$ cat src/rtl/vram_line_fetch_if.sv
// Port-B read side of the text VRAM: line requests, front-buffer
// lookup, fetch status and the BSRAM read bus.
interface vram_line_fetch_if #(
  parameter int ADDR_W = 13
);
  logic              line_req;
  logic [5:0]        text_row;
  logic              swap;
  logic [5:0]        rd_col;
  logic [7:0]        rd_char;
  logic              busy;
  logic              line_done;
  logic              overrun;
  logic              ceb;
  logic              oce;
  logic [ADDR_W-1:0] adb;
  logic [7:0]        dout;

  modport master (
    output line_req, text_row, swap, rd_col, dout,
    input  rd_char, busy, line_done, overrun, ceb, oce, adb
  );

  modport slave (
    input  line_req, text_row, swap, rd_col, dout,
    output rd_char, busy, line_done, overrun, ceb, oce, adb
  );
endinterface

$ cat src/rtl/vram_line_fetch.sv
// Streams one text row out of BSRAM port B into a ping-pong line
// buffer; the glyph renderer reads the front half by column.
module vram_line_fetch #(
  parameter int                COLS         = 60,
  parameter int                ROWS         = 34,
  parameter int                ADDR_W       = 13,
  parameter logic [ADDR_W-1:0] VRAM_BASE    = 13'h0200,
  parameter int                READ_LATENCY = 2
) (
  input logic              clk,
  input logic              rst,
  vram_line_fetch_if.slave bus
);

  localparam int AW = ADDR_W + 6;
  localparam int RL = READ_LATENCY;

  typedef enum logic [1:0] {
    S_IDLE,
    S_ISSUE,
    S_DRAIN,
    S_DONE
  } state_t;

  state_t            r_state;
  logic              r_front;
  logic              r_tgt;
  logic              r_oor;
  logic              r_busy;
  logic              r_done;
  logic              r_ovr;
  logic              r_ceb;
  logic [ADDR_W-1:0] r_adb;
  logic [5:0]        r_col;
  logic [RL-1:0]     r_pv;
  logic [5:0]        r_pc [RL];
  logic [7:0]        r_rd;
  logic [7:0]        r_buf [128];

  logic [AW-1:0]     w_base;
  logic              w_oor;
  logic              w_last;
  logic              w_rd_oob;

  assign w_base   = AW'(VRAM_BASE)
                  + AW'(bus.text_row) * AW'(COLS);
  assign w_oor    = {1'b0, bus.text_row} >= 7'(ROWS);
  assign w_last   = r_col == 6'(COLS - 1);
  assign w_rd_oob = {1'b0, bus.rd_col} >= 7'(COLS);

  always_ff @(posedge clk) begin
    if (rst) begin
      r_state <= S_IDLE;
      r_front <= 1'b0;
      r_tgt   <= 1'b0;
      r_oor   <= 1'b0;
      r_busy  <= 1'b0;
      r_done  <= 1'b0;
      r_ovr   <= 1'b0;
      r_ceb   <= 1'b0;
      r_adb   <= '0;
      r_col   <= '0;
      r_pv    <= '0;
      r_rd    <= 8'h00;
      for (int i = 0; i < RL; i++) begin
        r_pc[i] <= '0;
      end
    end else begin
      r_done <= 1'b0;
      if (bus.swap) begin
        r_front <= ~r_front;
      end
      if (bus.line_req && r_state != S_IDLE) begin
        r_ovr <= 1'b1;
      end
      r_rd <= w_rd_oob ? 8'h00
            : r_buf[{r_front, bus.rd_col}];
      // Column tags ride alongside the BSRAM read latency
      r_pv[0] <= r_state == S_ISSUE;
      r_pc[0] <= r_col;
      for (int i = 1; i < RL; i++) begin
        r_pv[i] <= r_pv[i-1];
        r_pc[i] <= r_pc[i-1];
      end
      unique case (r_state)
        S_IDLE: begin
          if (bus.line_req) begin
            r_tgt   <= ~r_front;
            r_oor   <= w_oor;
            r_adb   <= w_base[ADDR_W-1:0];
            r_ceb   <= ~w_oor;
            r_col   <= '0;
            r_busy  <= 1'b1;
            r_state <= S_ISSUE;
          end
        end
        S_ISSUE: begin
          r_col <= r_col + 6'd1;
          r_adb <= r_adb + 1'b1;
          if (w_last) begin
            r_ceb   <= 1'b0;
            r_state <= S_DRAIN;
          end
        end
        S_DRAIN: begin
          if (r_pv == '0) begin
            r_done  <= 1'b1;
            r_state <= S_DONE;
          end
        end
        S_DONE: begin
          r_busy  <= 1'b0;
          r_state <= S_IDLE;
        end
        default: r_state <= S_IDLE;
      endcase
    end
  end

  // Out-of-range rows fill the target with blanks on normal timing
  always_ff @(posedge clk) begin
    if (!rst && r_pv[RL-1]) begin
      r_buf[{r_tgt, r_pc[RL-1]}] <= r_oor ? 8'h00 : bus.dout;
    end
  end

  assign bus.rd_char   = r_rd;
  assign bus.busy      = r_busy;
  assign bus.line_done = r_done;
  assign bus.overrun   = r_ovr;
  assign bus.ceb       = r_ceb;
  assign bus.oce       = r_busy;
  assign bus.adb       = r_adb;

endmodule

$ cat src/flat_wrapper.sv
// flat-port wrapper written by rule: the top's interface ports become plain ports
module vram_line_fetch_flat 
#(
  parameter int                COLS         = 60,
  parameter int                ROWS         = 34,
  parameter int                ADDR_W       = 13,
  parameter logic [ADDR_W-1:0] VRAM_BASE    = 13'h0200,
  parameter int                READ_LATENCY = 2
)
  (clk, rst, bus_line_req, bus_text_row, bus_swap, bus_rd_col, bus_dout, bus_rd_char, bus_busy, bus_line_done, bus_overrun, bus_ceb, bus_oce, bus_adb);
  vram_line_fetch_if #(.ADDR_W(ADDR_W)) bus_i ();
  input logic clk;
  input logic rst;
  input wire logic [$bits(bus_i.line_req)-1:0] bus_line_req;
  input wire logic [$bits(bus_i.text_row)-1:0] bus_text_row;
  input wire logic [$bits(bus_i.swap)-1:0] bus_swap;
  input wire logic [$bits(bus_i.rd_col)-1:0] bus_rd_col;
  input wire logic [$bits(bus_i.dout)-1:0] bus_dout;
  output wire logic [$bits(bus_i.rd_char)-1:0] bus_rd_char;
  output wire logic [$bits(bus_i.busy)-1:0] bus_busy;
  output wire logic [$bits(bus_i.line_done)-1:0] bus_line_done;
  output wire logic [$bits(bus_i.overrun)-1:0] bus_overrun;
  output wire logic [$bits(bus_i.ceb)-1:0] bus_ceb;
  output wire logic [$bits(bus_i.oce)-1:0] bus_oce;
  output wire logic [$bits(bus_i.adb)-1:0] bus_adb;
  assign bus_i.line_req = bus_line_req;
  assign bus_i.text_row = bus_text_row;
  assign bus_i.swap = bus_swap;
  assign bus_i.rd_col = bus_rd_col;
  assign bus_i.dout = bus_dout;
  assign bus_rd_char = bus_i.rd_char;
  assign bus_busy = bus_i.busy;
  assign bus_line_done = bus_i.line_done;
  assign bus_overrun = bus_i.overrun;
  assign bus_ceb = bus_i.ceb;
  assign bus_oce = bus_i.oce;
  assign bus_adb = bus_i.adb;
  vram_line_fetch #(.COLS(COLS), .ROWS(ROWS), .ADDR_W(ADDR_W), .VRAM_BASE(VRAM_BASE), .READ_LATENCY(READ_LATENCY)) u_core (.clk(clk), .rst(rst), .bus(bus_i));
endmodule
$ cat config.mk
export PLATFORM = sky130hd
export DESIGN_NAME = vram_line_fetch_flat
export DESIGN_NICKNAME = d
export VERILOG_FILES = /design/src/rtl/vram_line_fetch_if.sv /design/src/rtl/vram_line_fetch.sv /design/src/flat_wrapper.sv
export SDC_FILE = /design/constraint.sdc
export NUM_CORES = 1
export LEC_CHECK = 0
export CAP_MARGIN = 30
export CORE_MARGIN = 1
export CORE_UTILIZATION = 53
export DETAILED_ROUTE_END_ITERATION = 10
export PLACE_DENSITY = 0.78
export SYNTH_ARGS = -nofsm -noshare
export SYNTH_HDL_FRONTEND = slang
export SYNTH_SLANG_ARGS = --single-unit
$ cat constraint.sdc
create_clock -name clk -period 6.17 [get_ports clk]
set_input_delay 1.5425 -clock clk [delete_from_list [all_inputs] [get_ports clk]]
set_output_delay 1.5425 -clock clk [all_outputs]
set_load 0.05 [all_outputs]
Word-level counts from Yosys, hierarchy flattened. Memory sizes are Yosys's and may differ from the RTL's. A register that Yosys moved wholly into a read port is not among the register bits. Index checks and enable logic that the tools add are counted.

Bits of input ports: 24. Word-level logic and storage cells: 68. RAM bits: 1036. Register bits after elaboration: 30. Memories: 2.

$mul: 1. $lt $le $gt $ge: 2. Bitwise logic cells: 5. Add/sub/neg operators: 3. Equality and inequality tests: 7. Reduce and logical (&&, ||, !) cells: 15. Mux-type cells: 22.

Memory list: u_core.r_buf (words 128, bits a word 8, read ports 1, clocked after Yosys merged registers in 1, wr ports 1, line vram_line_fetch.sv:38) `logic [7:0] r_buf [128];`; u_core.r_pc (words 2, bits a word 6, read ports 2, clocked after Yosys merged registers in 0, wr ports 2, line vram_line_fetch.sv:36) `logic [5:0] r_pc [RL];`.

Operator list (count): 13-bit case mux with 2 select lines (1); 6-bit 2-to-1 mux (3); 10-bit by 12-bit adder with 13-bit output, first input constant (1); 13-bit by 1-bit adder with 13-bit output, second input constant (1); 13-bit 2-to-1 mux (1); 6-bit greater-or-equal comparator, second input constant (2); 6-bit case mux with 2 select lines (1); 6-bit by 4-bit multiplier with 10-bit output, second input constant (1); 1-bit 2-to-1 mux (9); 8-bit 2-to-1 mux (1); 2-bit case mux with 4 select lines (1); 6-bit by 1-bit adder with 6-bit output, second input constant (1); 6-bit == test, second input constant (1); 2-bit 2-to-1 mux (3); 2-bit AND reduction (3); 3-bit AND reduction (2); 2-bit nonzero test (3); 2-bit == test, second input constant (2); 2-bit zero test (2); 2-bit by 1-bit inequality test with 1-bit output, second input constant (2); 1-bit case mux with 2 select lines (2); 2-bit OR reduction (2); 1-bit inverter (3); 2-bit by 1-bit == test with 1-bit output, second input constant (1); 4 further kinds (6).

Logic depth before layout (Yosys ltp). Gate-level depths: netlist (run 1).

Depth after elaboration: 4. Gate-level depth with buffers: 16.

Worst setup path after synthesis (run 1). OpenSTA, ideal clock, no wires.

Path kind: in2reg. Start: input port bus_dout[0]. End: memory u_core.r_buf[0][0] (data pin). Setup time: 0.827 ns. Path slack: 0.687 ns. Stages on the path: 1. Arrival time: 4.655 ns. Data required time: 5.343 ns. Cells stage by stage: nor2b_1.

Word-level cells in the longest chain between the ends: 1.

Ends and longest elaborated chain: start: declaration (line flat_wrapper.sv:18) `input wire logic [$bits(bus_i.dout)-1:0] bus_dout;`; 8-bit 2-to-1 mux (line vram_line_fetch.sv:123) `r_buf[{r_tgt, r_pc[RL-1]}] <= r_oor ? 8'h00 : bus.dout;`; end: declaration (line vram_line_fetch.sv:38).

Every way passes these cells.

Worst setup path after layout (run 1).
Start: input port bus_text_row[1]. End: register u_core.r_adb[10], in the netlist u_core.bus.adb[10].

Word-level cells in the longest chain between the ends: 4.

Ends and longest elaborated chain: start: declaration (line flat_wrapper.sv:15) `input wire logic [$bits(bus_i.text_row)-1:0] bus_text_row;`; 6-bit by 4-bit multiplier with 10-bit output (line vram_line_fetch.sv:46) `+ AW'(bus.text_row) * AW'(COLS);`; 10-bit by 12-bit adder with 13-bit output (line vram_line_fetch.sv:46); 13-bit 2-to-1 mux (line vram_line_fetch.sv:87) `if (bus.line_req) begin`; 13-bit case mux with 2 select lines (line vram_line_fetch.sv:85) `unique case (r_state)`; end signal: assignment (line vram_line_fetch.sv:90) `r_adb <= w_base[ADDR_W-1:0];`; end signal: assignment (line vram_line_fetch.sv:99) `r_adb <= r_adb + 1'b1;`; end: declaration (line vram_line_fetch.sv:33) `logic [ADDR_W-1:0] r_adb;`.

Every way passes these cells. The select of a mux whose other input is x is not followed. A chain may end at the register's enable or synchronous reset.

==> results.py, run 1 <==
metrics = {
    "run_status": {
        "run_status": "complete, no violations",
    },
    "final_layout": {
        "final_net_count": 2429,
        "post_route_cells_drive_above_1_share": 0.179,
        "final_util": 0.602,
        "layout_commonest_cell": "sky130_fd_sc_hd__edfxtp_1",
        "syn_to_final_growth_pct": 11.6,
        "layout_common_cells": "1,024 x sky130_fd_sc_hd__edfxtp_1, 194 x sky130_fd_sc_hd__mux4_2, 175 x sky130_fd_sc_hd__nor2_1, 148 x sky130_fd_sc_hd__mux2i_1, 106 x sky130_fd_sc_hd__clkbuf_16",
        "stdcell_area_mm2": 0.0479,
        "antenna_cells_inserted": 0,
    },
    "worst_setup_path": {
        "path_max_fanout": 5,
        "critical_path_class": "in2reg",
        "worstPathArrival_ns": 5.31,
        "worst_path_max_delay_cell": "sky130_fd_sc_hd__clkdlybuf4s50_1",
        "crit_path_cell_trace": "clkdlybuf4s50_1, fa_1, fa_1, inv_1, fa_1, nor2b_1, o21ai_0, a21boi_0, nor2_1, o311ai_0, ha_1, nand2_1, o31ai_1, nand2_1, a21oi_1",
        "worst_setup_path_start_kind": "input port",
        "crit_buf_inv": 2,
        "crit_path_end_kind": "register",
        "worstPathRequired_ns": 6.70,
        "crit_top_cell": "sky130_fd_sc_hd__fa_1",
        "crit_family": "adder cells",
        "crit_path_max_incr_delay_ns": 0.56,
    },
    "timing": {
        "fmax_ghz": 0.209,
        "timing_max_transition_violations_final": 0,
        "grt_setup_unrepaired": "no",
        "slew_at_the_pin_closest_to_its_max_slew_limit_ns": 1.10,
        "fin_crit_ns": 4.78,
        "period_share": 0.775,
        "report.final.setup_viol": 0,
        "normalized_max_slew_margin": 0.247,
        "fin_tns_setup_ns": 0,
        "final-hold-violation-count": 0,
        "finalClockSkew_ns": 0.0275,
    },
    "clock_tree": {
        "cts.hold.buffers_added": 0,
        "clockRootBuffer": "sky130_fd_sc_hd__clkbuf_16",
        "ctsResizeCount": 0,
        "clock_sink_count": 1074,
        "cts_htree_levels": 3,
        "post-cts-setup-buffer-count": 0,
        "tritoncts": "built",
        "ctsLongestPathBuffers": 3,
        "clk_pin_slew_worst_paths_ns": 0.06,
        "cts_made_buffers": 103,
        "clock_insertion_delay_worst_skew_ns": 0.68,
    },
    "die": {
        "start_util": 0.540,
        "design.portCount": 50,
        "fp.dieH_um": 287,
        "core_area_mm2": 0.0795,
        "die_w_um": 287,
        "die_outline_area_mm2": 0.0821,
        "placementRows": 103,
    },
    "routing": {
        "postRouteAntennaNets": 0,
        "drt-initial-drc-count": 2927,
        "route.detailed.wl_per_inst_um": 28.2,
        "drt-total-wl_um": 99000,
        "met3_wirelength_um": 9890,
        "detailroute.wirelength.met2_um": 47800,
        "detailedRoute.firstPassIterationCount": 6,
        "viasPerCell": 6.45,
        "remaining_drc_errors": 0,
        "route.vias.total": 22600,
        "detail_route.wirelength.met1_um": 38200,
        "top_metal_layer_carrying_routed_signals": "met5",
    },
    "logic_synthesis": {
        "synth_async_sr_flop_share": 0,
        "synthFlopType": "sky130_fd_sc_hd__edfxtp_1",
        "synth_edf_count": 1024,
        "mappedNetlistArea_mm2": 0.0429,
        "synthesis.instances": 2297,
        "ys_seq_elements": 1074,
        "synth_sequential_area_ratio": 0.740,
        "synth_cell_type_count": 66,
        "synth_fp_nets": 2354,
        "average_cell_area_after_synthesis_um2": 18.7,
        "ys_warn_count": 0,
    },
    "min_path": {
        "timing.hold.worst.class": "reg2reg",
    },
    "global_route": {
        "grt_start_max_net_pins": 102,
        "first_global_vias": 22800,
        "grt_pass1_wl_um": 147000,
        "gr-total-overflow": 0,
        "grt_antenna_before_repair": 1,
        "globalRouteTotalUtil": 0.243,
    },
    "placed_design": {
        "detailedPlacementHpwl_um": 59700,
        "gp_congestion": 0.852,
        "postPlaceCellArea_mm2": 0.0444,
        "i_o_buffers": 49,
    },
    "power": {
        "total_power_mw": 16.5,
        "vdd_drop_max_mv": 0.267,
        "power_density_of_the_placed_cells_mw_per_mm2": 344,
        "leakagePower_nw": 15.4,
    },
    "job": {
        "maxCapViolations": 0,
    },
}
synth_stat cells (all sizes together) (11+ instances only):
master,n,area (um2)
nor2b,39,244
a22oi,53,398
nor2,176,668
mux4,194,4370
a221oi,13,120
nand3,21,110
edfxtp,1024,30700
nor3,11,55.1
o22ai,25,156
nand2,79,297
clkbuf,48,180
inv,31,116
buf,84,614
dfxtp,50,1000
a311oi,11,121
ha,24,300
o21ai,26,130
nand2b,19,119
a21oi,55,275
mux2i,148,1480
a211oi,24,180
through the flow:
stage / std cells / worst slack, ns / hold slack [ns]
final: 3511 / 1.39 / 0.456
after global placement: 3311 / 0.761 / 0.446
after CTS: 3508 / 1.41 / 0.460
after floorplan: 2297 / 0.687 / 0.407
after detailed placement: 3314 / 0.699 / 0.454
after global routing: 3511 / 1.05 / 0.463
power breakdown:
| part | switching [mW] | internal, mW |
|---|---|---|
| combinational | 1.18 | 0.499 |
| clock | 2.69 | 3.66 |
| sequential | 0.0939 | 8.35 |
| total | 3.96 | 12.5 |
cell families after synthesis:
family,Yosys count,synth area share
buffers and inverters,167,0.0216
and+or+nand+nor,388,0.0417
xor gates and xnor gates,7,0.00143
adders and majority gates,33,0.0112
AOI/OAI and AO/OA,278,0.0459
muxes,350,0.138
DFF,1074,0.740
metal layers:
metal,global-route usage,up-vias
li1,-,9431
met1,0.337,11600
met2,0.389,1396
met3,0.0469,200
met4,0.0820,2
met5,0,-
final timing paths:
| path | to | startpoint | depth (start not counted) | slack (ns) |
|---|---|---|---|---|
| worst max-delay path | u_core.bus.adb[10] | bus_text_row[1] | 15 | 1.39 |
| worst min-delay path | u_core.r_pc[0][6] | u_core.r_pc[0][0] | 1 | 0.46 |
| worst max register to register | u_core.bus.rd_char[4] | u_core.r_buf[5][4] | 7 | 2.91 |
| worst min register to register | u_core.r_pc[0][6] | u_core.r_pc[0][0] | 1 | 0.46 |
registers in the layout, indices dropped and copies added (netlist names):
signal and flops:
u_core.r_col 6, u_core.bus.busy 1, u_core.bus.rd_char 8, u_core.bus.ceb 1, u_core.bus.adb 13, u_core.r_pv 2, u_core.r_oor 1, u_core.bus.line_done 1
u_core.bus.overrun 1, u_core.r_buf 1024, u_core.r_state 2, u_core.r_tgt 1, u_core.r_pc 12, u_core.r_front 1
final cells by class:
| cell class | count | area [um2] |
|---|---|---|
| flip-flops and latches | 1074 | 31800 |
| multi-input cells | 1056 | 10300 |
| clock buffers | 128 | 2780 |
| well taps | 1050 | 1310 |
| repair buffers | 102 | 983 |
| inverters | 35 | 131 |
| clock inverters | 66 | 641 |
| fillers | 5333 | 31600 |
worst register-to-register path: stages (launching register included):
cell and delay [ns]:
sky130_fd_sc_hd__edfxtp_1 0.37, sky130_fd_sc_hd__mux4_2 0.51, sky130_fd_sc_hd__nand2_1 0.09, sky130_fd_sc_hd__a21oi_1 0.09
sky130_fd_sc_hd__a2111oi_0 0.96, sky130_fd_sc_hd__o41ai_1 0.39, sky130_fd_sc_hd__nor4_1 0.56, sky130_fd_sc_hd__nor3_1 0.16
Power figures use the tool's default switching activity.
==> inputs of run 2 (changes only) <==
- PLACE_DENSITY: 0.78 -> 0.81
- clock period: 6.17 -> 4.1 ns (I/O delays scaled with it)
==> run 2 against run 1 <==
Utilization grew 0.59 points. Via count rose by 2.0%. Register-to-register slack got worse by 1.8 ns. Sequential cell count is the same. Critical path depth unchanged. Cell count grew 1.5%. Routed wire length increased by 0.79%. Non-clock buffer count is 70 higher. First-iteration DRC count grew 5.6%. Total power increased by 49%. Clock power up 43%. Worst hold slack is essentially flat. Largest cell class unchanged. Largest power group unchanged. Highest routed layer is now met4.
==> results.py, run 2 (synthesis gave the netlist of run 1 again) <==
metrics = {
    "run_status": {
        "run_status": "complete, no violations",
    },
    "timing": {
        "report.final.setup_viol": 0,
        "timing_max_transition_violations_final": 0,
        "fin_crit_ns": 3.91,
        "final-hold-violation-count": 0,
        "holdWs_ns": 0.456,
        "fmax_ghz": 0.256,
        "normalized_max_slew_margin": 0.298,
        "finalClockSkew_ns": 0.0255,
        "period_share": 0.953,
        "grt_setup_unrepaired": "no",
        "fin_tns_setup_ns": 0,
        "slew_at_the_pin_closest_to_its_max_slew_limit_ns": 1.04,
    },
    "placed_design": {
        "place.detailed.instances": 3384,
        "gp_congestion": 0.880,
        "i_o_buffers": 49,
        "detailedPlacementHpwl_um": 59500,
    },
    "worst_setup_path": {
        "worst_setup_path_start_kind": "input port",
        "critical_path_class": "in2reg",
        "crit_path_end_kind": "register",
        "path_max_fanout": 3,
        "worstPathArrival_ns": 4.44,
        "worstPathRequired_ns": 4.63,
    },
    "die": {
        "die_outline_area_mm2": 0.0821,
        "fp.dieH_um": 287,
        "design.portCount": 50,
        "placementRows": 103,
        "die_w_um": 287,
        "start_util": 0.540,
        "core_area_mm2": 0.0795,
    },
    "global_route": {
        "grt_start_max_net_pins": 129,
        "gr-total-overflow": 0,
        "grt_antenna_before_repair": 0,
        "grt_pass1_wl_um": 149000,
        "globalRouteTotalUtil": 0.245,
        "first_global_vias": 23400,
    },
    "clock_tree": {
        "clock_insertion_delay_worst_skew_ns": 0.67,
        "cts_htree_levels": 3,
        "clock_sink_count": 1074,
        "clk_pin_slew_worst_paths_ns": 0.06,
        "tritoncts": "built",
        "clockRootBuffer": "sky130_fd_sc_hd__clkbuf_16",
        "ctsLongestPathBuffers": 3,
        "post-cts-setup-buffer-count": 0,
        "cts.hold.buffers_added": 0,
        "cts_made_buffers": 99,
    },
    "routing": {
        "remaining_drc_errors": 0,
        "viasPerCell": 6.48,
        "detailedRoute.firstPassIterationCount": 5,
        "drt-initial-drc-count": 3091,
        "postRouteAntennaNets": 0,
        "route.detailed.wl_per_inst_um": 28.0,
        "route.vias.total": 23100,
        "drt-total-wl_um": 99800,
    },
    "final_layout": {
        "final_net_count": 2495,
        "layout_common_cells": "1,024 x sky130_fd_sc_hd__edfxtp_1, 194 x sky130_fd_sc_hd__mux4_2, 175 x sky130_fd_sc_hd__nor2_1, 148 x sky130_fd_sc_hd__mux2i_1",
        "antenna_cells_inserted": 0,
        "layout_commonest_cell": "sky130_fd_sc_hd__edfxtp_1",
        "syn_to_final_growth_pct": 12.7,
        "largest_reg_flops": 1024,
        "non_filler_instances": 3562,
        "post_route_cells_drive_above_1_share": 0.199,
    },
    "power": {
        "internal-power_mw": 18.6,
        "leakagePower_nw": 15.7,
        "seq_power_share": 0.519,
        "share_clk_of_total_power": 0.371,
        "power.share.switching": 0.240,
        "power_density_of_the_placed_cells_mw_per_mm2": 507,
        "vdd_drop_max_mv": 0.374,
        "comb_power_share": 0.110,
        "p_switching_mw": 5.88,
    },
    "min_path": {
        "timing.hold.worst.class": "reg2reg",
    },
    "job": {
        "maxCapViolations": 0,
    },
}
run 2: cell count changes in the layout (fill, tap and decap cells not counted), sizes merged:
cell,change
buf,+67
clkinv,-9
clkbuf,-8
clkinvlp,+4
inv,-3
bufinv,-1
clkdlybuf4s18,+1
run 2: per-stage QoR:
step	power, mW	worst slack, ns	util	area (um2)
final	24.5	0.191	0.608	48400
after global routing	25.1	0.00125	0.608	48400
after CTS	24.5	0.0430	0.608	48300
after detailed placement	15.6	-0.671	0.568	45100
after global placement	15.5	-0.618	0.567	45100
after floorplan	14.5	0.0215	-	42900
run 2: per-layer routing:
metal,vias up,GRT usage,part of all wire
li1,9539,-,-
met1,11800,0.327,0.37
met2,1469,0.399,0.49
met3,254,0.0422,0.096
met4,0,0.109,0.043
met5,-,0,0
run 2: worst paths after layout:
kind / start / end / slack [ns] / cells after the start
worst max-delay path: bus_text_row[2] / u_core.bus.adb[10] / 0.19 / 15
worst min-delay path: u_core.r_pv[0] / u_core.bus.line_done / 0.46 / 1
worst max register to register: u_core.r_pc[0][7] / u_core.r_buf[90][1] / 1.11 / 3
worst min register to register: u_core.r_pv[0] / u_core.bus.line_done / 0.46 / 1
run 2: critical path, cell delays in order:
cell	delay, ns
sky130_fd_sc_hd__clkdlybuf4s50_1	0.55
sky130_fd_sc_hd__fa_1	0.49
sky130_fd_sc_hd__fa_1	0.54
sky130_fd_sc_hd__inv_1	0.06
sky130_fd_sc_hd__fa_1	0.44
sky130_fd_sc_hd__nor2b_1	0.15
sky130_fd_sc_hd__o21ai_2	0.08
sky130_fd_sc_hd__a21boi_2	0.17
sky130_fd_sc_hd__nor2_1	0.07
sky130_fd_sc_hd__o311ai_2	0.27
sky130_fd_sc_hd__ha_1	0.29
sky130_fd_sc_hd__nand2_1	0.07
sky130_fd_sc_hd__o31ai_1	0.08
sky130_fd_sc_hd__nand2_1	0.09
sky130_fd_sc_hd__a21oi_1	0.07
run 2: layout make-up:
type                       instances  area (um2)
sequential                      1074       31800
fill                            5224       31100
multi-input combinational       1056       10300
clock buffer                     118        2620
timing repair buffer             172        1660
tap                             1050        1310
clock inverter                    57         576
inverter                          35         131
run 2: power groups by stage:
stage	logic (mW)	registers, mW	clock network, mW
floorplan	1.37	13.1	0
global placement	2.54	12.9	0
detailed placement	2.65	12.9	0
CTS	2.67	12.7	9.13
global route	2.86	12.7	9.54
finish	2.70	12.7	9.10
run 2: what timing repair did:
action,CTS,global route
resized for setup,0,6
endpoints found under the hold margin,0,0
endpoints found under the setup margin,0,2
